$ cat src/rtl/pakin_pkg.sv
// Shared types and helpers for the pakin packet-to-message reassembler.
package pakin_pkg;

    // Input channel: waiting for a packet, or holding rcv0_ack high.
    typedef enum logic [0:0] {
        InWait,
        InAck
    } in_st_e;

    // Output channel: idle, or presenting a message with snd0_req high.
    typedef enum logic [0:0] {
        OutIdle,
        OutReq
    } out_st_e;

    // Working width for the redundancy sum; all message fields must fit.
    localparam int unsigned RedunSumW = 64;

    // Message vector width {src, dst, dat, red}.
    function automatic int unsigned msg_size(input int unsigned asz, input int unsigned dsz,
                                             input int unsigned rsz);
        return 2 * asz + dsz + rsz;
    endfunction

    // Packets per message; the last packet is always at least partly padding.
    function automatic int unsigned tot_pks(input int unsigned msz, input int unsigned psz);
        return msz / psz + 1;
    endfunction

    // Redundancy sum over zero-extended fields; the caller truncates to RSZ.
    function automatic logic [RedunSumW-1:0] redun_sum(input logic [RedunSumW-1:0] src,
                                                       input logic [RedunSumW-1:0] dst,
                                                       input logic [RedunSumW-1:0] dat);
        return src + dst + dat;
    endfunction

endpackage

$ cat src/rtl/pakin_fifo.sv
// Message FIFO for pakin: Depth entries of Width bits, power-of-two depth.
// Pointers carry one extra wrap bit so full and empty are distinguishable.
module pakin_fifo #(
    parameter int unsigned Depth = 2,
    parameter int unsigned Width = 20
) (
    input  logic             clk_i,
    input  logic             rst_i,
    input  logic             push_i,
    input  logic [Width-1:0] wdata_i,
    input  logic             pop_i,
    output logic [Width-1:0] rdata_o,
    output logic             full_o,
    output logic             empty_o
);

    localparam int unsigned IdxW = $clog2(Depth);

    logic [IdxW:0]      head_q, head_d;
    logic [IdxW:0]      tail_q, tail_d;
    logic [Width-1:0]   mem_q [Depth];
    logic               do_push;
    logic               do_pop;

    // Flags, accepted operations and next pointers.
    always_comb begin
        empty_o = (head_q == tail_q);
        full_o  = (head_q[IdxW] != tail_q[IdxW]) &&
                  (head_q[IdxW-1:0] == tail_q[IdxW-1:0]);
        do_push = push_i && !full_o;
        do_pop  = pop_i && !empty_o;
        head_d  = head_q;
        tail_d  = tail_q;
        if (do_push) begin
            head_d = head_q + 1'b1;
        end
        if (do_pop) begin
            tail_d = tail_q + 1'b1;
        end
        rdata_o = mem_q[tail_q[IdxW-1:0]];
    end

    // Pointer registers; reset empties the FIFO.
    always_ff @(posedge clk_i) begin
        if (rst_i) begin
            head_q <= '0;
            tail_q <= '0;
        end else begin
            head_q <= head_d;
            tail_q <= tail_d;
        end
    end

    // Storage; contents are don't-care while the FIFO is empty.
    always_ff @(posedge clk_i) begin
        if (do_push) begin
            mem_q[head_q[IdxW-1:0]] <= wdata_i;
        end
    end

endmodule

$ cat src/rtl/pakin.sv
// pakin: reassembles fixed-width packets from a four-phase req/ack packet
// channel into {src, dst, dat, red} messages, buffers them in pakin_fifo and
// presents them on a four-phase message channel.
// Optional feature macro: NS_PAKIN_REDUN_CHECK_EN adds the redundancy check
// and the sticky err output.
module pakin
    import pakin_pkg::*;
#(
    parameter int unsigned PSZ         = 4,
    parameter int unsigned FSZ         = 2,
    parameter int unsigned ASZ         = 6,
    parameter int unsigned DSZ         = 4,
    parameter int unsigned RSZ         = 4,
    parameter int unsigned RCV_REQ_CKS = 2,
    parameter int unsigned SND_ACK_CKS = 2
) (
    input  logic           i_clk,
    input  logic           reset,
    output logic           ready,
    input  logic [PSZ:0]   rcv0_pakio,
    input  logic           rcv0_req,
    output logic           rcv0_ack,
    output logic [ASZ-1:0] snd0_src,
    output logic [ASZ-1:0] snd0_dst,
    output logic [DSZ-1:0] snd0_dat,
    output logic [RSZ-1:0] snd0_red,
    output logic           snd0_req,
    input  logic           snd0_ack
`ifdef NS_PAKIN_REDUN_CHECK_EN
    ,
    output logic           err
`endif
);

    localparam int unsigned MSZ     = msg_size(ASZ, DSZ, RSZ);
    localparam int unsigned TOT_PKS = tot_pks(MSZ, PSZ);
    localparam int unsigned PW      = TOT_PKS * PSZ;
    localparam int unsigned SHW     = PW - PSZ;
    localparam int unsigned IDXW    = $clog2(TOT_PKS);
    localparam int unsigned RCW     = $clog2(RCV_REQ_CKS + 1);
    localparam int unsigned ACW     = $clog2(SND_ACK_CKS + 1);
    localparam logic [IDXW-1:0] LAST_IDX = IDXW'(TOT_PKS - 1);

    // ------------------------------------------------------------------
    // Init flag
    // ------------------------------------------------------------------
    logic ready_q;

    // The first cycle out of reset is the init cycle; ready rises after it.
    always_ff @(posedge i_clk) begin
        if (reset) begin
            ready_q <= 1'b0;
        end else begin
            ready_q <= 1'b1;
        end
    end

    assign ready = ready_q;

    // ------------------------------------------------------------------
    // Debouncers: a new level is taken after CKS consecutive cycles
    // ------------------------------------------------------------------
    logic           req_db_q, req_db_d;
    logic [RCW-1:0] req_cnt_q, req_cnt_d;
    logic           ack_db_q, ack_db_d;
    logic [ACW-1:0] ack_cnt_q, ack_cnt_d;

    // Count how long rcv0_req has differed from its debounced level.
    always_comb begin
        req_db_d  = req_db_q;
        req_cnt_d = '0;
        if (rcv0_req != req_db_q) begin
            if (req_cnt_q == RCW'(RCV_REQ_CKS - 1)) begin
                req_db_d = rcv0_req;
            end else begin
                req_cnt_d = req_cnt_q + 1'b1;
            end
        end
    end

    // Count how long snd0_ack has differed from its debounced level.
    always_comb begin
        ack_db_d  = ack_db_q;
        ack_cnt_d = '0;
        if (snd0_ack != ack_db_q) begin
            if (ack_cnt_q == ACW'(SND_ACK_CKS - 1)) begin
                ack_db_d = snd0_ack;
            end else begin
                ack_cnt_d = ack_cnt_q + 1'b1;
            end
        end
    end

    // Debouncer state registers.
    always_ff @(posedge i_clk) begin
        if (reset) begin
            req_db_q  <= 1'b0;
            req_cnt_q <= '0;
            ack_db_q  <= 1'b0;
            ack_cnt_q <= '0;
        end else begin
            req_db_q  <= req_db_d;
            req_cnt_q <= req_cnt_d;
            ack_db_q  <= ack_db_d;
            ack_cnt_q <= ack_cnt_d;
        end
    end

    // ------------------------------------------------------------------
    // Packet input and assembly
    // ------------------------------------------------------------------
    in_st_e          in_st_q, in_st_d;
    logic [IDXW-1:0] pk_idx_q, pk_idx_d;
    logic [SHW-1:0]  sh_q, sh_d;
    logic            push_q, push_d;
    logic [MSZ-1:0]  push_msg_q, push_msg_d;
    logic [PW-1:0]   shifted;
    logic [MSZ-1:0]  asm_msg;
    logic            fifo_full;
    logic            fifo_empty;
    logic [MSZ-1:0]  fifo_rdata;
    logic            pop;

`ifdef NS_PAKIN_REDUN_CHECK_EN
    logic err_q, err_d;
    logic red_ok;
`endif

    // Accept packets, shift payloads in and hand finished messages to the FIFO.
    // Packets shift in from the bottom, so after TOT_PKS shifts the header
    // packet sits at the top and older partial data has fallen out; a restart
    // therefore only needs to reset pk_idx.
    always_comb begin
        in_st_d    = in_st_q;
        pk_idx_d   = pk_idx_q;
        sh_d       = sh_q;
        push_d     = 1'b0;
        push_msg_d = push_msg_q;
        shifted    = {sh_q, rcv0_pakio[PSZ-1:0]};
        asm_msg    = shifted[PW-1 -: MSZ];
`ifdef NS_PAKIN_REDUN_CHECK_EN
        err_d      = err_q;
        red_ok     = (RSZ'(redun_sum(RedunSumW'(asm_msg[MSZ-1 -: ASZ]),
                                     RedunSumW'(asm_msg[MSZ-ASZ-1 -: ASZ]),
                                     RedunSumW'(asm_msg[RSZ +: DSZ])))
                      == asm_msg[RSZ-1:0]);
`endif
        case (in_st_q)
            InWait: begin
                if (ready_q && req_db_q) begin
                    if (rcv0_pakio[PSZ]) begin
                        sh_d     = shifted[SHW-1:0];
                        pk_idx_d = IDXW'(1);
                        in_st_d  = InAck;
                    end else if (pk_idx_q == '0) begin
                        // Stray continuation packet: acknowledge and drop.
                        in_st_d = InAck;
                    end else if (pk_idx_q == LAST_IDX) begin
`ifdef NS_PAKIN_REDUN_CHECK_EN
                        if (!red_ok) begin
                            err_d    = 1'b1;
                            pk_idx_d = '0;
                            in_st_d  = InAck;
                        end else
`endif
                        if (!fifo_full) begin
                            // ack stays high for at least a cycle, so the
                            // registered push lands before the next decision.
                            push_d     = 1'b1;
                            push_msg_d = asm_msg;
                            pk_idx_d   = '0;
                            in_st_d    = InAck;
                        end
                    end else begin
                        sh_d     = shifted[SHW-1:0];
                        pk_idx_d = pk_idx_q + IDXW'(1);
                        in_st_d  = InAck;
                    end
                end
            end
            InAck: begin
                if (!req_db_q) begin
                    in_st_d = InWait;
                end
            end
            default: in_st_d = InWait;
        endcase
        rcv0_ack = (in_st_q == InAck);
    end

    // Input-side state registers.
    always_ff @(posedge i_clk) begin
        if (reset) begin
            in_st_q    <= InWait;
            pk_idx_q   <= '0;
            sh_q       <= '0;
            push_q     <= 1'b0;
            push_msg_q <= '0;
        end else begin
            in_st_q    <= in_st_d;
            pk_idx_q   <= pk_idx_d;
            sh_q       <= sh_d;
            push_q     <= push_d;
            push_msg_q <= push_msg_d;
        end
    end

`ifdef NS_PAKIN_REDUN_CHECK_EN
    // Sticky redundancy error flag, cleared only by reset.
    always_ff @(posedge i_clk) begin
        if (reset) begin
            err_q <= 1'b0;
        end else begin
            err_q <= err_d;
        end
    end

    assign err = err_q;
`endif

    // ------------------------------------------------------------------
    // Message buffer
    // ------------------------------------------------------------------
    pakin_fifo #(
        .Depth (FSZ),
        .Width (MSZ)
    ) u_fifo (
        .clk_i   (i_clk),
        .rst_i   (reset),
        .push_i  (push_q),
        .wdata_i (push_msg_q),
        .pop_i   (pop),
        .rdata_o (fifo_rdata),
        .full_o  (fifo_full),
        .empty_o (fifo_empty)
    );

    // ------------------------------------------------------------------
    // Message output
    // ------------------------------------------------------------------
    out_st_e        out_st_q, out_st_d;
    logic [MSZ-1:0] msg_q, msg_d;

    // Load the FIFO tail when idle and ack is low; pop once ack is seen high.
    // The entry stays in the FIFO while presented, so it counts toward full.
    always_comb begin
        out_st_d = out_st_q;
        msg_d    = msg_q;
        pop      = 1'b0;
        case (out_st_q)
            OutIdle: begin
                if (ready_q && !ack_db_q && !fifo_empty) begin
                    msg_d    = fifo_rdata;
                    out_st_d = OutReq;
                end
            end
            OutReq: begin
                if (ack_db_q) begin
                    pop      = 1'b1;
                    out_st_d = OutIdle;
                end
            end
            default: out_st_d = OutIdle;
        endcase
        snd0_req = (out_st_q == OutReq);
    end

    // Output-side state registers; msg_q only changes on a load.
    always_ff @(posedge i_clk) begin
        if (reset) begin
            out_st_q <= OutIdle;
            msg_q    <= '0;
        end else begin
            out_st_q <= out_st_d;
            msg_q    <= msg_d;
        end
    end

    assign snd0_src = msg_q[MSZ-1 -: ASZ];
    assign snd0_dst = msg_q[MSZ-ASZ-1 -: ASZ];
    assign snd0_dat = msg_q[RSZ +: DSZ];
    assign snd0_red = msg_q[RSZ-1:0];

endmodule
$ cat config.mk
export PLATFORM = sky130hd
export DESIGN_NAME = pakin
export DESIGN_NICKNAME = d
export VERILOG_FILES = /design/src/rtl/pakin_pkg.sv /design/src/rtl/pakin_fifo.sv /design/src/rtl/pakin.sv
export SDC_FILE = /design/constraint.sdc
export NUM_CORES = 1
export LEC_CHECK = 0
export ABC_CLOCK_PERIOD_IN_PS = 4600
export CELL_PAD_IN_SITES_DETAIL_PLACEMENT = 0
export CELL_PAD_IN_SITES_GLOBAL_PLACEMENT = 1
export CORE_MARGIN = 1
export CORE_UTILIZATION = 46
export CTS_CLUSTER_DIAMETER = 80
export DETAILED_ROUTE_END_ITERATION = 10
export PLACE_DENSITY = 0.88
export SETUP_SLACK_MARGIN = 0.05
export SLEW_MARGIN = 5
export SYNTH_ARGS = -nofsm -noshare
export SYNTH_HDL_FRONTEND = slang
export SYNTH_SLANG_ARGS = --single-unit
$ cat constraint.sdc
create_clock -name i_clk -period 4.6 [get_ports i_clk]
set_input_delay 0.69 -clock i_clk [delete_from_list [all_inputs] [get_ports i_clk]]
set_output_delay 0.69 -clock i_clk [all_outputs]
set_load 0.005 [all_outputs]
## Word level (Yosys, flattened, before mapping)

Memory sizes are Yosys's and may differ from the RTL's. A register that Yosys moved wholly into a read port is not among the register bits.
Cells that the tools add are included.
W data, S select, Z words.

| storage, ports and cells | value |
|---|---|
| register bits | 57 |
| bits in latches | 0 |
| memory bits (writable) | 40 |
| bits in read-only memories | 0 |
| input port bits | 9 |
| logic and storage cells | 80 |
| memories | 1 |

| operators by class | value |
|---|---|
| add/subtract/negate cells | 5 |
| $mul | 0 |
| divide/modulo/power cells | 0 |
| magnitude comparators | 0 |
| equality and inequality tests | 11 |
| shifts and indexed selects | 0 |
| multiplexer cells | 22 |
| bitwise logic cells | 9 |
| reduce and logical (&&, ||, !) cells | 19 |

Memories:

| memory | words | bits a word | rd ports | clocked after memory_dff | write ports | RTL line | RTL |
|---|---|---|---|---|---|---|---|
| u_fifo.mem_q | 2 | 20 | 1 | 1 | 1 | pakin_fifo.sv:21 | `logic [Width-1:0] mem_q [Depth];` |

Operators with widths:

| cell | number |
|---|---|
| $mux W20 | 3 |
| $mux W1 | 13 |
| $mux W3 | 4 |
| $not A1 Y1 | 9 |
| $add A2 B1 Y2 const B | 4 |
| $reduce_and A4 Y1 | 2 |
| $logic_and A1 B1 Y1 | 6 |
| $reduce_and A2 Y1 | 3 |
| $reduce_and A6 Y1 | 1 |
| $reduce_or A3 Y1 | 2 |
| $reduce_or A6 Y1 | 1 |
| $eq A2 B1 Y1 const B | 2 |
| $ne A2 B2 Y1 const B | 2 |
| $pmux W1 S2 | 2 |
| $add A3 B1 Y3 const B | 1 |
| $eq A3 B3 Y1 const B | 1 |
| $logic_not A1 Y1 | 3 |
| $logic_not A3 Y1 | 1 |
| $ne A1 B1 Y1 | 3 |
| $ne A3 B3 Y1 const B | 1 |
| $eq A2 B2 Y1 | 1 |
| $eq A1 B1 Y1 | 1 |

## Logic depth before layout (Yosys ltp)

Gate-level depths: netlist (run 1).

| logic depth | value |
|---|---|
| word-level depth | 8 |
| mapped depth | 6 |
| gate-level depth less buffers | 4 |

## By module

Synthesis (run 1) repeated with hierarchy kept, for this count alone.

| unflattened totals | value |
|---|---|
| cells, all modules | 379 |
| area total of the unflattened synthesis | 4,409.2 um^2 |

Modules (own cells, without submodules):

| module | instances | cells each | area each (um^2) | seq. area each (um^2) |
|---|---|---|---|---|
| pakin | 1 | 284 | 2,688.8 | 1,461.4 |
| pakin_fifo | 1 | 95 | 1,720.4 | 1,301.2 |

## Worst setup path after synthesis (run 1)

No wires, ideal clock.

| timing path | value |
|---|---|
| path type | reg2reg |
| from | register u_fifo.head_q[0] |
| to | memory u_fifo.mem_q[0][0] (enable) |
| setup time | 397 ps |
| arrival | 1,729 ps |
| required time | 4,203 ps |
| path slack | 2,474 ps |
| cell stages (with the launch flop) | 5 |
| buffers on the path | 1 |
| path through | dfxtp_1 > clkbuf_2 > xor2_2 > o21ai_0 > nor2_1 |

| on the way | value |
|---|---|
| longest elaborated chain between the ends | 6 |

RTL lines:

| item | RTL line | RTL |
|---|---|---|
| start, declared | pakin_fifo.sv:19 | `logic [IdxW:0] head_q, head_d;` |
| start signal, assigned | pakin_fifo.sv:46 | `head_q <= '0;` |
| start signal, assigned | pakin_fifo.sv:49 | `head_q <= head_d;` |
| $eq A1 B1 Y1 | pakin_fifo.sv:29 | `(head_q[IdxW-1:0] == tail_q[IdxW-1:0]);` |
| $logic_and A1 B1 Y1 | pakin_fifo.sv:28 | `full_o = (head_q[IdxW] != tail_q[IdxW]) &&` |
| $logic_not A1 Y1 | pakin_fifo.sv:30 | `do_push = push_i && !full_o;` |
| $logic_and A1 B1 Y1 | pakin_fifo.sv:30 |  |
| $mux W1 | pakin_fifo.sv:56 | `if (do_push) begin` |
| $mux W1 (not written as such) | pakin_fifo.sv:57 | `mem_q[head_q[IdxW-1:0]] <= wdata_i;` |
| end, declared | pakin_fifo.sv:21 |  |

Several ways; a longest one is shown, not always the timed one.

==> results of run 1 <==
[per-layer routing]
| layer | share of wire (%) | routed length (µm) |
|---|---|---|
| met1 | 46 | 3450 |
| met2 | 48 | 3580 |
| met3 | 3.8 | 287 |
| met4 | 2.1 | 155 |
| met5 | 0 | 0 |
[worst paths after layout]
kind	start	to	slack [ps]	cells after the start
worst min register to register	ack_cnt_q[0]$_SDFF_PP0_	ack_cnt_q[0]$_SDFF_PP0_	420	1
worst min-delay path	ack_cnt_q[0]$_SDFF_PP0_	ack_cnt_q[0]$_SDFF_PP0_	420	1
worst max register to register	req_db_q$_SDFFE_PP0P_	push_msg_q[4]$_SDFFE_PP0P_	2610	3
worst max-delay path	reset	push_msg_q[13]$_SDFFE_PP0P_	2010	5
[critical path, cell delays in order]
cell and delay [ps]:
clkdlybuf4s50_1 730, inv_2 910, buf_4 400, nand2_1 130, mux2i_1 140
[cells by family (layout without fill, tap and decap cells)]
logic type,Yosys count,count (layout)
AOI/OAI and AO/OA,16,16
xor gates and xnor gates,7,7
adders and majority gates,2,2
buffers and inverters,27,74
DFF,117,117
muxes,87,87
and+or+nand+nor,116,116
[sequential cells by signal (all words and copies together), names as in the netlist, 3 cells and up]
| register | cells |
|---|---|
| push_msg_q | 20 |
| u_fifo.mem_q | 40 |
| pk_idx_q | 3 |
| msg_q | 20 |
| asm_msg | 20 |
[synth_stat cells, drive strengths merged (2+ instances only)]
| cell type | count | area share [%] |
|---|---|---|
| a211oi | 2 | 0.34 |
| a21oi | 4 | 0.45 |
| and3 | 2 | 0.28 |
| buf | 13 | 2.0 |
| clkbuf | 9 | 0.78 |
| dfxtp | 77 | 34 |
| edfxtp | 40 | 27 |
| ha | 2 | 0.56 |
| inv | 4 | 0.34 |
| mux2 | 23 | 5.8 |
| mux2i | 64 | 14 |
| nand2 | 85 | 7.1 |
| nor2 | 18 | 1.5 |
| nor2b | 2 | 0.28 |
| o211ai | 3 | 0.62 |
| o21ai | 2 | 0.22 |
| or3 | 3 | 0.42 |
| xnor2 | 5 | 0.98 |
| xor2 | 2 | 0.56 |
[cell type report]
type / instances / area [µm²] / share of cell area (%)
Clock buffer: 17 / 414 / 7.60
Clock inverter: 15 / 164 / 3.01
Inverter: 5 / 18.8 / 0.344
Multi-Input combinational cell: 228 / 1590 / 29.2
Sequential cell: 117 / 2740 / 50.3
Tap cell: 129 / 161 / 2.96
Timing Repair Buffer: 37 / 355 / 6.52
[stage by stage]
step	setup WS, ps	instance area, µm²	power (W)	util, %
floorplan	2470	4470	0.00112	-
global placement	1580	4870	0.00114	52.2
detailed placement	1490	4870	0.00114	52.2
CTS	2040	5450	0.00240	58.4
global route	1830	5450	0.00246	58.4
finish	2010	5450	0.00238	58.4
[report_power, final]
group	switching, W	total [W]	internal, W
clock network	0.000446	0.00126	0.000815
logic	0.0000255	0.0000439	0.0000184
registers	0.00000451	0.00107	0.00107
==> flow_metrics.py, run 1 <==
metrics = {
    "status": {
        "status": "complete, no violations",
    },
    "timing": {
        "maxSlewHeadroom_pct": 32.4,
        "fmax_mhz": 386,
        "hold_viol": 0,
        "worst_slew_pin_slew_ps": 1010,
        "rsz0062_at_grt": "false",
        "slew_viol_final": 0,
        "holdWs_ps": 420,
        "setup_viol": 0,
        "period_minus_slack_ps": 2590,
        "clock-skew-final_ps": 6.93,
        "fin_crit_sh_pct": 56.3,
        "finalSetupTns_ps": 0,
    },
    "cts": {
        "numCtsBuffers": 17,
        "clock-root-buffer": "clkbuf_8",
        "cts_tree": "built",
        "ctsHoldBuffers": 0,
        "postCtsSetupRepairBufs": 0,
        "clock_sinks": 117,
        "clock_latency_ps": 510,
        "path_clk_slew_ps": 60,
        "ctsHtreeMaxLevel": 4,
        "cts_buffer_depth": 2,
        "cts_resized": 0,
    },
    "run": {
        "maxCapViolCount": 0,
    },
    "layout": {
        "fin_cells": 548,
        "layout_common_cells": "85 x nand2_1, 77 x dfxtp_1, 64 x mux2i_1",
        "syn_to_final_growth_pct": 21.8,
        "layout_commonest_cell": "nand2_1",
        "final_nets": 417,
        "nFillCells": 756,
        "antennaDiodeCount": 0,
        "drive_above_1_share_pct": 15.5,
    },
    "logic_synthesis": {
        "synthesis.area_mm2": 0.00447,
        "yosysWarnings": 0,
        "yosysSeqAreaShare_pct": 61.3,
        "synthesis.area_per_instance_um2": 12.0,
        "synthCells": 372,
        "synth_edf_count": 40,
        "synth-seq-cells": 117,
        "synthAdderAreaFrac_pct": 0.559,
        "syn-num-nets": 383,
        "synthArstFlopShare_pct": 0,
        "yosys.area_share.simple_pct": 10.7,
        "synth_mux_area_share_pct": 20.1,
        "synth.distinct_cells": 37,
        "synth_top_family_by_area": "multiplexers",
        "synth_compound_area_share_pct": 2.66,
        "synth_xor_area_share_pct": 1.54,
        "yosys_most_used_dff": "dfxtp_1",
    },
    "routing": {
        "vias": 2730,
        "wire_per_inst_um": 13.7,
        "post-route-drc-count": 0,
        "viasPerCell": 4.98,
        "wirelength_um": 7480,
        "dr.pass1.iters": 5,
        "drtIter0Drc": 139,
        "ant_nets": 0,
    },
    "floorplan": {
        "start_util_pct": 48.0,
        "fp.dieH_um": 101,
        "rows": 35,
        "die_area_mm2": 0.0101,
        "ios": 32,
        "die_w_um": 101,
        "core_mm2": 0.00933,
    },
    "global_route": {
        "grt_pass1_vias": 2629,
        "top_usage_layer": "met2",
        "grt_use_met1_pct": 20.3,
        "gr-usage-all-layers_pct": 16.8,
        "antenna_found_initial": 0,
        "grt-ovfl-total": 0,
        "grt_use_met3_pct": 7.07,
        "grt_pass1_wl_um": 12500,
        "grt_max_degree": 65,
        "grt_use_met2_pct": 26.1,
    },
    "power_and_ir_drop": {
        "vdd_ir_drop_max_mv": 0.205,
        "leakagePower_nw": 2.00,
        "p_per_area_mw_per_mm2": 436,
    },
    "place": {
        "finalWeightedCongestion": 0.761,
        "dp_hpwl_um": 4470,
        "portBuffers": 31,
        "dp_cells": 516,
    },
    "hold_path": {
        "min_path_type": "flop to flop",
    },
    "setup_path": {
        "startpoint_type": "primary input",
        "cp-end-kind": "flop",
        "cp.required_ps": 5040,
        "crit_type": "primary input to flop",
        "cp.arrival_ps": 3030,
        "path_max_fanout": 64,
    },
}
(Power assumes the default switching activity.)
==> run 2, diff against run 1 <==
ABC_CLOCK_PERIOD_IN_PS = 2600   (was 4600)
clock period = 2.6 ns   (was 4.6 ns; I/O delays follow)
==> flow_metrics.py, run 2 (synthesis gave the netlist of run 1 again) <==
metrics = {
    "routing": {
        "viasPerCell": 4.89,
        "wire_per_inst_um": 13.3,
        "vias": 2694,
        "ant_nets": 0,
        "drtIter0Drc": 81,
        "wirelength_um": 7350,
        "dr.pass1.iters": 6,
        "post-route-drc-count": 0,
    },
    "setup_path": {
        "path_max_fanout": 5,
        "cp.required_ps": 2210,
        "crit_path_top_delay_cell": "clkdlybuf4s50_1",
        "path_cells": "clkdlybuf4s50_1",
        "cpPeakStageDelay_ps": 530,
        "r2r_start": "u_fifo.head_q[0]$_SDFFE_PP0P_",
        "cp-startpoint": "ready$_DFF_P_",
        "cp.arrival_ps": 1440,
        "critPathBufInv": 1,
        "cp-end-kind": "output pin",
        "startpoint_type": "flop",
        "path_delay_family": "buffers and inverters",
        "crit_type": "flop to output pin",
    },
    "floorplan": {
        "die_area_mm2": 0.0101,
        "fp.dieH_um": 101,
        "core_mm2": 0.00933,
        "rows": 35,
        "die_w_um": 101,
        "start_util_pct": 48.0,
        "ios": 32,
    },
    "timing": {
        "fin_ws_ps": 769,
        "fin_crit_sh_pct": 70.4,
        "hold_viol": 0,
        "holdWs_ps": 417,
        "finalSetupTns_ps": 0,
        "rsz0062_at_grt": "false",
        "maxSlewHeadroom_pct": 62.8,
        "clock-skew-final_ps": 8.71,
        "setup_viol": 0,
        "worst_slew_pin_slew_ps": 555,
        "slew_viol_final": 0,
        "period_minus_slack_ps": 1830,
        "fmax_mhz": 546,
    },
    "global_route": {
        "grt_pass1_vias": 2614,
        "grt_pass1_wl_um": 12400,
        "gr-usage-all-layers_pct": 16.5,
        "antenna_found_initial": 0,
        "grt-ovfl-total": 0,
        "grt_max_degree": 88,
    },
    "power_and_ir_drop": {
        "p_per_area_mw_per_mm2": 780,
        "vdd_ir_drop_max_mv": 0.399,
        "p_total_w": 0.00430,
        "leakagePower_nw": 2.03,
    },
    "layout": {
        "syn_to_final_growth_pct": 23.2,
        "final_nets": 420,
        "largest_register_ffs": 40,
        "layout_common_cells": "85 x nand2_1, 77 x dfxtp_1, 64 x mux2i_1",
        "drive_above_1_share_pct": 15.4,
        "nFillCells": 765,
        "layout_commonest_cell": "nand2_1",
        "antennaDiodeCount": 0,
    },
    "cts": {
        "path_clk_slew_ps": 60,
        "ctsHtreeMaxLevel": 4,
        "cts_resized": 0,
        "ctsHoldBuffers": 0,
        "postCtsSetupRepairBufs": 0,
        "cts_tree": "built",
        "clock_sinks": 117,
        "numCtsBuffers": 17,
        "clock-root-buffer": "clkbuf_8",
        "cts_buffer_depth": 2,
        "clock_latency_ps": 510,
    },
    "status": {
        "status": "complete, no violations",
    },
    "place": {
        "preCtsSetupSlack_ps": 614,
        "finalWeightedCongestion": 0.716,
        "portBuffers": 31,
        "dp_hpwl_um": 4430,
    },
    "hold_path": {
        "min_path_type": "flop to flop",
        "min-delay-start": "req_cnt_q[0]$_SDFF_PP0_",
    },
    "run": {
        "maxCapViolCount": 0,
    },
}
-- run 2: cell count changes in the layout (fill, tap and decap cells not counted) --
cell and delta:
clkbuf_1 +4, bufinv_16 -1, clkinvlp_4 -4, clkbuf_16 +3, buf_4 +2, clkinv_2 -2
clkbuf_8 +1, clkinv_1 -1, buf_12 +1
-- run 2: where the power goes --
group | total [W] | switching [W] | internal, W
Clock | 0.00232 | 0.000766 | 0.00155
Combinational | 0.0000833 | 0.0000472 | 0.0000361
Sequential | 0.00190 | 0.00000738 | 0.00189
Total | 0.00430 | 0.000821 | 0.00348
-- run 2: layout make-up --
class                      instances  area (µm²)  area share (%)
sequential                       117        2740            49.7
clock buffer                      25         518            9.39
multi-input combinational        228        1590            28.9
clock inverter                     7        90.1            1.63
inverter                           5        18.8           0.340
tap                              129         161            2.93
timing repair buffer              40         390            7.08
-- run 2: path summary, 6_finish.rpt --
path | endpoint | slack [ps] | cells past startpoint
setup / recovery | ready | 770 | 1
hold / removal | req_cnt_q[0]$_SDFF_PP0_ | 420 | 1
setup reg to reg | u_fifo.mem_q[1][13]$_DFFE_PP_ | 860 | 4
hold reg to reg | req_cnt_q[0]$_SDFF_PP0_ | 420 | 1
-- run 2: through the flow --
step / cells / util [%] / cell area [µm²]
global route: 551 / 59.1 / 5510
finish: 551 / 59.1 / 5510
CTS: 551 / 59.1 / 5510
floorplan: 372 / - / 4470
global placement: 519 / 52.6 / 4910
detailed placement: 519 / 52.6 / 4910
-- run 2: layer usage --
layer | wire, µm | track usage [%] | vias to the layer above
met1 | 3350 | 18.9 | 1279
li1 | - | - | 1360
met5 | 0 | 0 | -
met2 | 3650 | 27.7 | 45
met4 | 100 | 6.47 | 0
met3 | 247 | 6.73 | 10
